File: config.mk
export PLATFORM = sky130hd
export DESIGN_NAME = uart_port_arbiter
export DESIGN_NICKNAME = d
export VERILOG_FILES = /design/src/rtl/uart_port_arbiter.sv
export SDC_FILE = /design/constraint.sdc
export NUM_CORES = 1
export LEC_CHECK = 0
export ABC_AREA = 1
export CAP_MARGIN = 20
export CORE_ASPECT_RATIO = 0.8
export CORE_MARGIN = 10
export CORE_UTILIZATION = 35
export DETAILED_ROUTE_END_ITERATION = 8
export PLACE_DENSITY = 0.59
export SYNTH_ARGS = -nofsm -noshare
export SYNTH_HDL_FRONTEND = slang
export SYNTH_SLANG_ARGS = --single-unit
File: constraint.sdc
create_clock -name clock -period 2.8 [get_ports clock]
set_input_delay 0.28 -clock clock [delete_from_list [all_inputs] [get_ports clock]]
set_output_delay 0.28 -clock clock [all_outputs]
set_load 0.03 [all_outputs]
File: src/rtl/uart_port_arbiter.sv
// Shares one UART receiver/sender pair between the boot Loader and the CPU.
// RX bytes go to the Loader during boot and into an RX FIFO afterwards; the sender is time-shared via a small FSM.
module uart_port_arbiter #(
  parameter int TX_DEPTH = 16,
  parameter int RX_DEPTH = 16
) (
  input  logic       clock,
  input  logic       reset,
  input  logic       boot_done,
  input  logic       uart_rx_ready,
  input  logic [7:0] uart_rdata,
  input  logic       uart_tx_busy,
  output logic       uart_tx_start,
  output logic [7:0] uart_sdata,
  output logic       ldr_rx_ready,
  output logic [7:0] ldr_rdata,
  input  logic       ldr_tx_start,
  input  logic [7:0] ldr_sdata,
  output logic       ldr_tx_busy,
  input  logic       cpu_out_valid,
  input  logic [7:0] cpu_out_data,
  output logic       cpu_out_ready,
  output logic       cpu_in_valid,
  output logic [7:0] cpu_in_data,
  input  logic       cpu_in_pop,
  output logic       rx_overflow
);

  localparam int TX_AW = $clog2(TX_DEPTH);
  localparam int RX_AW = $clog2(RX_DEPTH);
  localparam logic [TX_AW:0]   TX_FULL_CNT = TX_DEPTH[TX_AW:0];
  localparam logic [RX_AW:0]   RX_FULL_CNT = RX_DEPTH[RX_AW:0];
  localparam logic [TX_AW:0]   TX_CNT_ONE  = 1;
  localparam logic [RX_AW:0]   RX_CNT_ONE  = 1;
  localparam logic [TX_AW-1:0] TX_PTR_ONE  = 1;
  localparam logic [RX_AW-1:0] RX_PTR_ONE  = 1;

  typedef enum logic [1:0] {IDLE, START, GUARD, DRAIN} tx_state_t;

  tx_state_t state, state_next;

  // ---------------- Loader RX forwarding ----------------
  // NOTE: sequential state always uses <= so every register samples pre-edge values regardless of block order.
  always_ff @(posedge clock) begin
    if (reset) begin
      ldr_rx_ready <= 1'b0;
      ldr_rdata    <= '0;
    end else begin
      ldr_rx_ready <= uart_rx_ready & ~boot_done;
      if (uart_rx_ready & ~boot_done) ldr_rdata <= uart_rdata;
    end
  end

  // ---------------- RX FIFO ----------------
  logic [7:0]       rx_mem [RX_DEPTH];
  logic [RX_AW-1:0] rx_wr_ptr, rx_rd_ptr;
  logic [RX_AW:0]   rx_count;
  logic             rx_push, rx_pop, rx_full, rx_wr_en;

  assign rx_push  = uart_rx_ready & boot_done;
  assign rx_full  = (rx_count == RX_FULL_CNT);
  assign rx_pop   = cpu_in_pop & cpu_in_valid;
  // A full FIFO still accepts a byte when the head leaves in the same cycle.
  assign rx_wr_en = rx_push & (~rx_full | rx_pop);

  assign cpu_in_valid = (rx_count != '0);
  assign cpu_in_data  = cpu_in_valid ? rx_mem[rx_rd_ptr] : 8'h00;

  // NOTE: storage arrays carry no reset; the pointers and counts alone define what is valid.
  always_ff @(posedge clock) begin
    if (rx_wr_en) rx_mem[rx_wr_ptr] <= uart_rdata;
  end

  always_ff @(posedge clock) begin
    if (reset) begin
      rx_wr_ptr   <= '0;
      rx_rd_ptr   <= '0;
      rx_count    <= '0;
      rx_overflow <= 1'b0;
    end else begin
      if (rx_wr_en) rx_wr_ptr <= rx_wr_ptr + RX_PTR_ONE;
      if (rx_pop)   rx_rd_ptr <= rx_rd_ptr + RX_PTR_ONE;
      case ({rx_wr_en, rx_pop})
        2'b10:   rx_count <= rx_count + RX_CNT_ONE;
        2'b01:   rx_count <= rx_count - RX_CNT_ONE;
        default: rx_count <= rx_count;
      endcase
      if (rx_push & rx_full & ~rx_pop) rx_overflow <= 1'b1;
    end
  end

  // ---------------- TX FIFO ----------------
  logic [7:0]       tx_mem [TX_DEPTH];
  logic [TX_AW-1:0] tx_wr_ptr, tx_rd_ptr;
  logic [TX_AW:0]   tx_count;
  logic             tx_wr_en, tx_rd_en;

  assign cpu_out_ready = (tx_count != TX_FULL_CNT);
  assign tx_wr_en      = cpu_out_valid & cpu_out_ready;

  always_ff @(posedge clock) begin
    if (tx_wr_en) tx_mem[tx_wr_ptr] <= cpu_out_data;
  end

  always_ff @(posedge clock) begin
    if (reset) begin
      tx_wr_ptr <= '0;
      tx_rd_ptr <= '0;
      tx_count  <= '0;
    end else begin
      if (tx_wr_en) tx_wr_ptr <= tx_wr_ptr + TX_PTR_ONE;
      if (tx_rd_en) tx_rd_ptr <= tx_rd_ptr + TX_PTR_ONE;
      case ({tx_wr_en, tx_rd_en})
        2'b10:   tx_count <= tx_count + TX_CNT_ONE;
        2'b01:   tx_count <= tx_count - TX_CNT_ONE;
        default: tx_count <= tx_count;
      endcase
    end
  end

  // ---------------- Loader pending slot ----------------
  logic       slot_full, take_slot;
  logic [7:0] slot_data;

  assign ldr_tx_busy = slot_full | (state != IDLE) | uart_tx_busy;

  // A new request wins over the slot being drained in the same cycle.
  always_ff @(posedge clock) begin
    if (reset) begin
      slot_full <= 1'b0;
      slot_data <= '0;
    end else if (ldr_tx_start) begin
      slot_full <= 1'b1;
      slot_data <= ldr_sdata;
    end else if (take_slot) begin
      slot_full <= 1'b0;
    end
  end

  // ---------------- TX FSM ----------------
  always_ff @(posedge clock) begin
    if (reset) begin
      state      <= IDLE;
      uart_sdata <= '0;
    end else begin
      state <= state_next;
      if (take_slot)     uart_sdata <= slot_data;
      else if (tx_rd_en) uart_sdata <= tx_mem[tx_rd_ptr];
    end
  end

  // NOTE: every signal assigned here gets a default first, so no path leaves it unassigned and no latch is inferred.
  always_comb begin
    state_next    = state;
    take_slot     = 1'b0;
    tx_rd_en      = 1'b0;
    uart_tx_start = 1'b0;
    case (state)
      IDLE: begin
        if (!uart_tx_busy) begin
          if (slot_full) begin
            take_slot  = 1'b1;
            state_next = START;
          end else if (tx_count != '0) begin
            tx_rd_en   = 1'b1;
            state_next = START;
          end
        end
      end
      START: begin
        uart_tx_start = 1'b1;
        state_next    = GUARD;
      end
      // Gives the sender a cycle to raise busy before DRAIN looks at it.
      GUARD: state_next = DRAIN;
      DRAIN: if (!uart_tx_busy) state_next = IDLE;
      default: state_next = IDLE;
    endcase
  end

endmodule

* Word level (Yosys, flattened, before mapping)
Memories as Yosys holds them, arrays and structs flattened. A register that Yosys moved wholly into a read port is not among the register bits.
Index checks and enable logic that the tools add are counted.
** Cells by class
- $add $sub $neg :: 8
- $mul :: 0
- Div/mod/pow operators :: 0
- $lt $le $gt $ge :: 0
- Equal/unequal tests :: 12
- Shift-type cells :: 0
- Muxes and demuxes :: 28
- Bitwise operators :: 13
- Reductions and logical operators :: 9
** Operators with widths (count)
- 2-to-1 mux 8 bit :: 3
- one-hot mux 5 bit (2 select lines) :: 2
- adder 4 x 1 -> 4 bit, second input constant :: 4
- 2-to-1 mux 4 bit :: 4
- 2-to-1 mux 1 bit :: 14
- adder 5 x 1 -> 5 bit, second input constant :: 2
- nonzero test 2 bit :: 5
- nonzero test 5 bit :: 2
- subtractor 5 x 1 -> 5 bit, second input constant :: 2
- == test 2 bit, second input constant :: 4
- 2-to-1 mux 2 bit :: 4
- one-hot mux 2 bit (4 select lines) :: 1
- bitwise AND 1 bit :: 7
- == test 2 x 1 -> 1 bit, second input constant :: 3
- == test 5 bit, second input constant :: 1
- != test 5 bit, second input constant :: 1
- != test 2 bit, second input constant :: 2
- != test 3 bit, second input constant :: 1
- inverter 1 bit :: 3
- OR 1 bit :: 3
- AND reduction 3 bit :: 1
- logical NOT 2 bit :: 1
** Word-level totals
- Bits in registers :: 55
- Latch bits :: 0
- Bits in writable memories :: 256
- Bits in read-only memories :: 0
- Input bits :: 32
- Output and inout port bits :: 30
- Word-level logic and storage cells :: 85
- Memories :: 2
** Memories
- rx_mem :: words 16, bits a word 8, rd ports 1, clocked after memory_dff 1, wr ports 1, RTL line 55 : logic [7:0] rx_mem [RX_DEPTH];
- tx_mem :: words 16, bits a word 8, rd ports 1, clocked after memory_dff 1, wr ports 1, RTL line 93 : logic [7:0] tx_mem [TX_DEPTH];

* Longest topological paths before layout
- Word-level depth :: 7
- Gate-level depth with buffers :: 18
- Depth with buffers taken out :: 17

* Least setup slack after synthesis
OpenSTA, ideal clock, no wires.
- Path kind :: flip-flop to flip-flop
- Start point :: reg state[1]
- End point :: reg tx_count[4]
- Library setup time :: 0.070 ns
- Arrival time :: 2.244 ns
- Data required time :: 2.730 ns
- Setup slack :: 0.486 ns
- Stages on the path, launching flop included :: 19
- Path buffers :: 1
- Period minus slack after synthesis :: 2.314 ns
- Path through :: dfxtp_1 > inv_1 > ha_1 > inv_1 > nor3_2 > nand2_2 > inv_1 > buf_4 > ha_1 > xor2_1 > ha_1 > inv_1 > nand2_1 > nand3_1 > nand2_1 > nand2_1 > nand2_1 > nand2_1 > a21oi_1
** On the way
- Word-level cells in the longest chain between the ends :: 4
- Elaborated cells between the ends (all ways) :: 6
- Classes of those cells :: eq/ne (2); mux (2); reduce/logical (2)
** Ends and longest elaborated chain
- start, declared :: RTL line 40 : tx_state_t state, state_next;
- start signal, assigned :: RTL line 146 : state <= state_next;
- logical NOT 2 bit * :: RTL line 158 : case (state)
- 2-to-1 mux 1 bit * :: RTL line 158
- net tx_rd_en :: RTL line 96 : logic tx_wr_en, tx_rd_en;
- == test 2 x 1 -> 1 bit or == test 2 bit (tied branches) :: RTL line 113 : case ({tx_wr_en, tx_rd_en})
- one-hot mux 5 bit (2 select lines) or nonzero test 2 bit (tied branches)
- end signal, assigned :: RTL line 114 : 2'b10: tx_count <= tx_count + TX_CNT_ONE;
- end signal, assigned :: RTL line 115 : 2'b01: tx_count <= tx_count - TX_CNT_ONE;
- end signal, assigned :: RTL line 116 : default: tx_count <= tx_count;
- end, declared :: RTL line 95 : logic [TX_AW:0] tx_count;
The timed path passes the listed nets; every way through them passes the cells marked *.
A chain may end at the register's enable or synchronous reset.

==> metrics.md <==
| Metric | Value |
|---|---|
| Core area | `0.0384 mm^2` |
| Avg Cell Area, Syn | `10.2 um^2` |
| Tot GR Track Use | `0.134` |
| Filler cells | `3628` |
| Initial drt markers | `~650` |
| Netlist cell types | `34` |
| Die Y | `197 um` |
| Worst slew pin tran | `0.896 ns` |
| GRT Residual Overflow | `0` |
| Vias in the first global route | `~9000` |
| Number of buffers created by CTS | `35` |
| # DRC | `0` |
| H-tree depth | `2` |
| FF-to-FF End | `tx_count[4]` |
| PD cells | `806 mW/mm^2` |
| Crit path to | `cpu_in_data[5]` |
| Layout cell share with drive strength beyond 1 | `0.0812` |
| Die width | `241 um` |
| Post-cts resize count | `0` |
| Post-CTS setup buffer count | `0` |
| Largest net degree at the start of global routing | `65` |
| Setup TNS | `0 ns` |
| FF-to-FF setup slack | `0.44 ns` |
| Layout Skew | `0.0198 ns` |
| CP Capture Type | `output port` |
| Post-CTS Hold Buffers | `0` |
| Arrival time at the worst endpoint | `roughly 2.3 ns` |
| CTS max path bufs | `3` |
| Initial antenna violation count | `0` |
| Initial core utilization | `0.355` |
| Hold Path Class | `in -> reg` |
| Fin crit share | `0.915` |
| Leakage power | `6.36 nW` |
| ANT cells | `0` |
| Setup violators final | `0` |
| Number of port buffers | `61` |
| Reg2Reg Launch Point | `state[0]` |
| Synth top area cells | `edfxtp_1 56%, nand2_1 9.7%, dfxtp_1 9.2%` |
| Routability cong. | `approximately 0.81` |
| FP Rows | `64` |
| Drt pass-1 iters | `5` |
| Fin util | `0.416` |
| RSZ-0062 raised after global routing | `false` |
| Root Driver | `clkbuf_16` |
| Via density | `about 4.8` |
| DR vias | `9331` |
| Slew margin rel. | `0.401` |
| Post-Route WL | `32000 um` |
| Fin worst setup slack | `0.237 ns` |
| Post-Syn Nets | `1398` |
| Nets | `1482` |
| CP Max Fanout | `37` |
| Netlist Area Pre-Place | `0.0136 mm^2` |
| Final slew viol count | `0` |
| Commonest non-fill, non-tap cell in the layout | `nand2_1` |
| Crit path cell chain | `inv_2 > buf_12 > nand2_1 > nand3_1 > nand2_1 > a21oi_1 > o31ai_1 > a21oi_1 > buf_4` |
| Wirelength per Cell | `16.4 um` |
| Total power draw | `12.9 mW` |
| Clk sinks | `319` |
| Ports | `62` |
| Status | `finished, final reports clean` |
| Startpoint types | `flip-flop` |
| Yosys warning count | `0` |
| Tmin final | `2.56 ns` |
| Clk slew on worst S/H paths | `0.06 ns` |
| Post-route ant nets | `0` |
| Flops & latches, synth | `319` |
| Die area | `0.0473 mm^2` |
| Setup WS pre-CTS | `approximately 0.38 ns` |
| CTS tree | `yes` |
| Final Hold Fails | `0` |
| Max Fclk | `approximately 390 MHz` |
| Crit path required time | `about 2.5 ns` |
| Crit Path Category | `reg -> out` |
| Synth Instances | `1343` |
| Worst vdd ir | `0.512 mV` |
| Register area share after synthesis | `0.656` |
| Area delta synth->final | `17.0%` |
| Top-area cell type share of the netlist area | `0.564` |
| Register-to-Register Path Depth | `17` |
| Most frequent cells in the layout | `351 x nand2_1, 256 x edfxtp_1, 149 x inv_1` |
| Area leader, netlist | `edfxtp_1` |
| HPWL after DPL | `a little over 20000 um` |
| Clock Latency Late Sink | `0.54 ns` |
| Worst path slowest cell | `dfxtp_2` |
| Max cap viols | `0` |
| Global-route wire length before repair | `50500 um` |
| Crit path largest cell delay | `around 0.33 ns` |
==> through the flow <==
| stage | hold slack [ns] | cells | area [um^2] |
|---|---|---|---|
| 2_1_floorplan | 0.379 | 1343 | 13600 |
| 3_3_place_gp | 0.454 | 1885 | 14900 |
| 3_5_place_dp | 0.467 | 1885 | 14900 |
| 4_1_cts | 0.317 | 1949 | 16000 |
| 5_1_grt | 0.340 | 1949 | 16000 |
| 6_report | 0.342 | 1949 | 16000 |
==> state kept, by name (all words and copies together) (netlist names), named ones only <==
signal	count
ldr_rdata	8
slot_data	8
tx_mem	128
rx_overflow	1
rx_wr_ptr	4
rx_rd_ptr	4
slot_full	1
rx_count	5
state	2
tx_rd_ptr	4
uart_sdata	8
rx_mem	128
tx_wr_ptr	4
tx_count	5
ldr_rx_ready	1
==> worst max-delay path: cells and delay by family, from the launching register on <==
family                 cells  cell delay [ns]
buffers and inverters      3             0.69
flip-flops                 1             0.33
AND/OR/NAND/NOR            3             0.24
AO/OA/AOI/OAI              3             0.47
==> final cells by class <==
type / count / area, um^2 / area share
inverter: 159 / 599 / 0.0376
timing repair buffer: 100 / 921 / 0.0577
multi-input combinational: 812 / 3800 / 0.238
clock inverter: 20 / 154 / 0.00965
sequential: 319 / 8950 / 0.561
tap: 495 / 619 / 0.0388
clock buffer: 44 / 910 / 0.0570
==> metal layers <==
metal / GRT usage / vias up / wire [um] / part of all wire
met5: 0 / - / 0 / 0
met4: 0.0370 / 0 / 654 / 0.020
li1: - / 4626 / - / -
met1: 0.196 / 4419 / 15400 / 0.48
met3: 0.0238 / 44 / 1950 / 0.061
met2: 0.201 / 242 / 14000 / 0.44
==> cell usage after synthesis <==
master / instances
a21oi_1: 74
nor3b_1: 1
dfxtp_1: 63
clkbuf_1: 12
buf_4: 5
nand4_1: 3
nand2_4: 5
nor2_2: 2
inv_4: 1
nand3_1: 144
nand2_2: 3
o21ai_0: 50
fa_1: 1
clkinv_1: 2
ha_1: 22
o31ai_1: 16
nand2_1: 351
edfxtp_1: 256
nor3_2: 1
o21a_1: 1
inv_1: 149
buf_6: 5
nand3_2: 2
xor2_1: 5
buf_1: 4
nor2_1: 121
inv_2: 7
xor2_2: 1
buf_2: 27
o21ai_1: 4
a21oi_2: 1
xnor2_1: 2
o21bai_1: 1
nor3_1: 1
==> power by group <==
group,switching (mW),total (mW),leakage [nW],internal [mW]
clock network,1.88,4.30,0.519,2.43
registers,0.163,5.49,2.83,5.32
logic,2.06,3.07,3.01,1.01
total,4.10,12.9,6.36,8.76
==> kinds of logic (layout without fill, tap and decap cells) <==
group           count (synthesis)  in the layout  synth area share
buf+inv                       212            323            0.0652
simple gates                  634            634             0.194
fa+ha+maj                      23             23            0.0217
flops                         319            319             0.656
compound gates                147            147            0.0575
xor+xnor                        8              8           0.00569
==> how the worst min path moves through the flow <==
stage                              from      endpoint  slack, ns  cells past startpoint
after detailed placement   tx_rd_ptr[2]  tx_rd_ptr[2]       0.47                      1
after global placement      rx_overflow   rx_overflow       0.45                      2
after global routing       ldr_sdata[5]  slot_data[5]       0.34                      3
after CTS                  ldr_sdata[5]  slot_data[5]       0.32                      3
after floorplan           uart_rdata[0]  rx_mem[0][0]       0.38                      0
final                      ldr_sdata[5]  slot_data[5]       0.34                      3
Note: power is estimated with default switching activity, not from simulation.
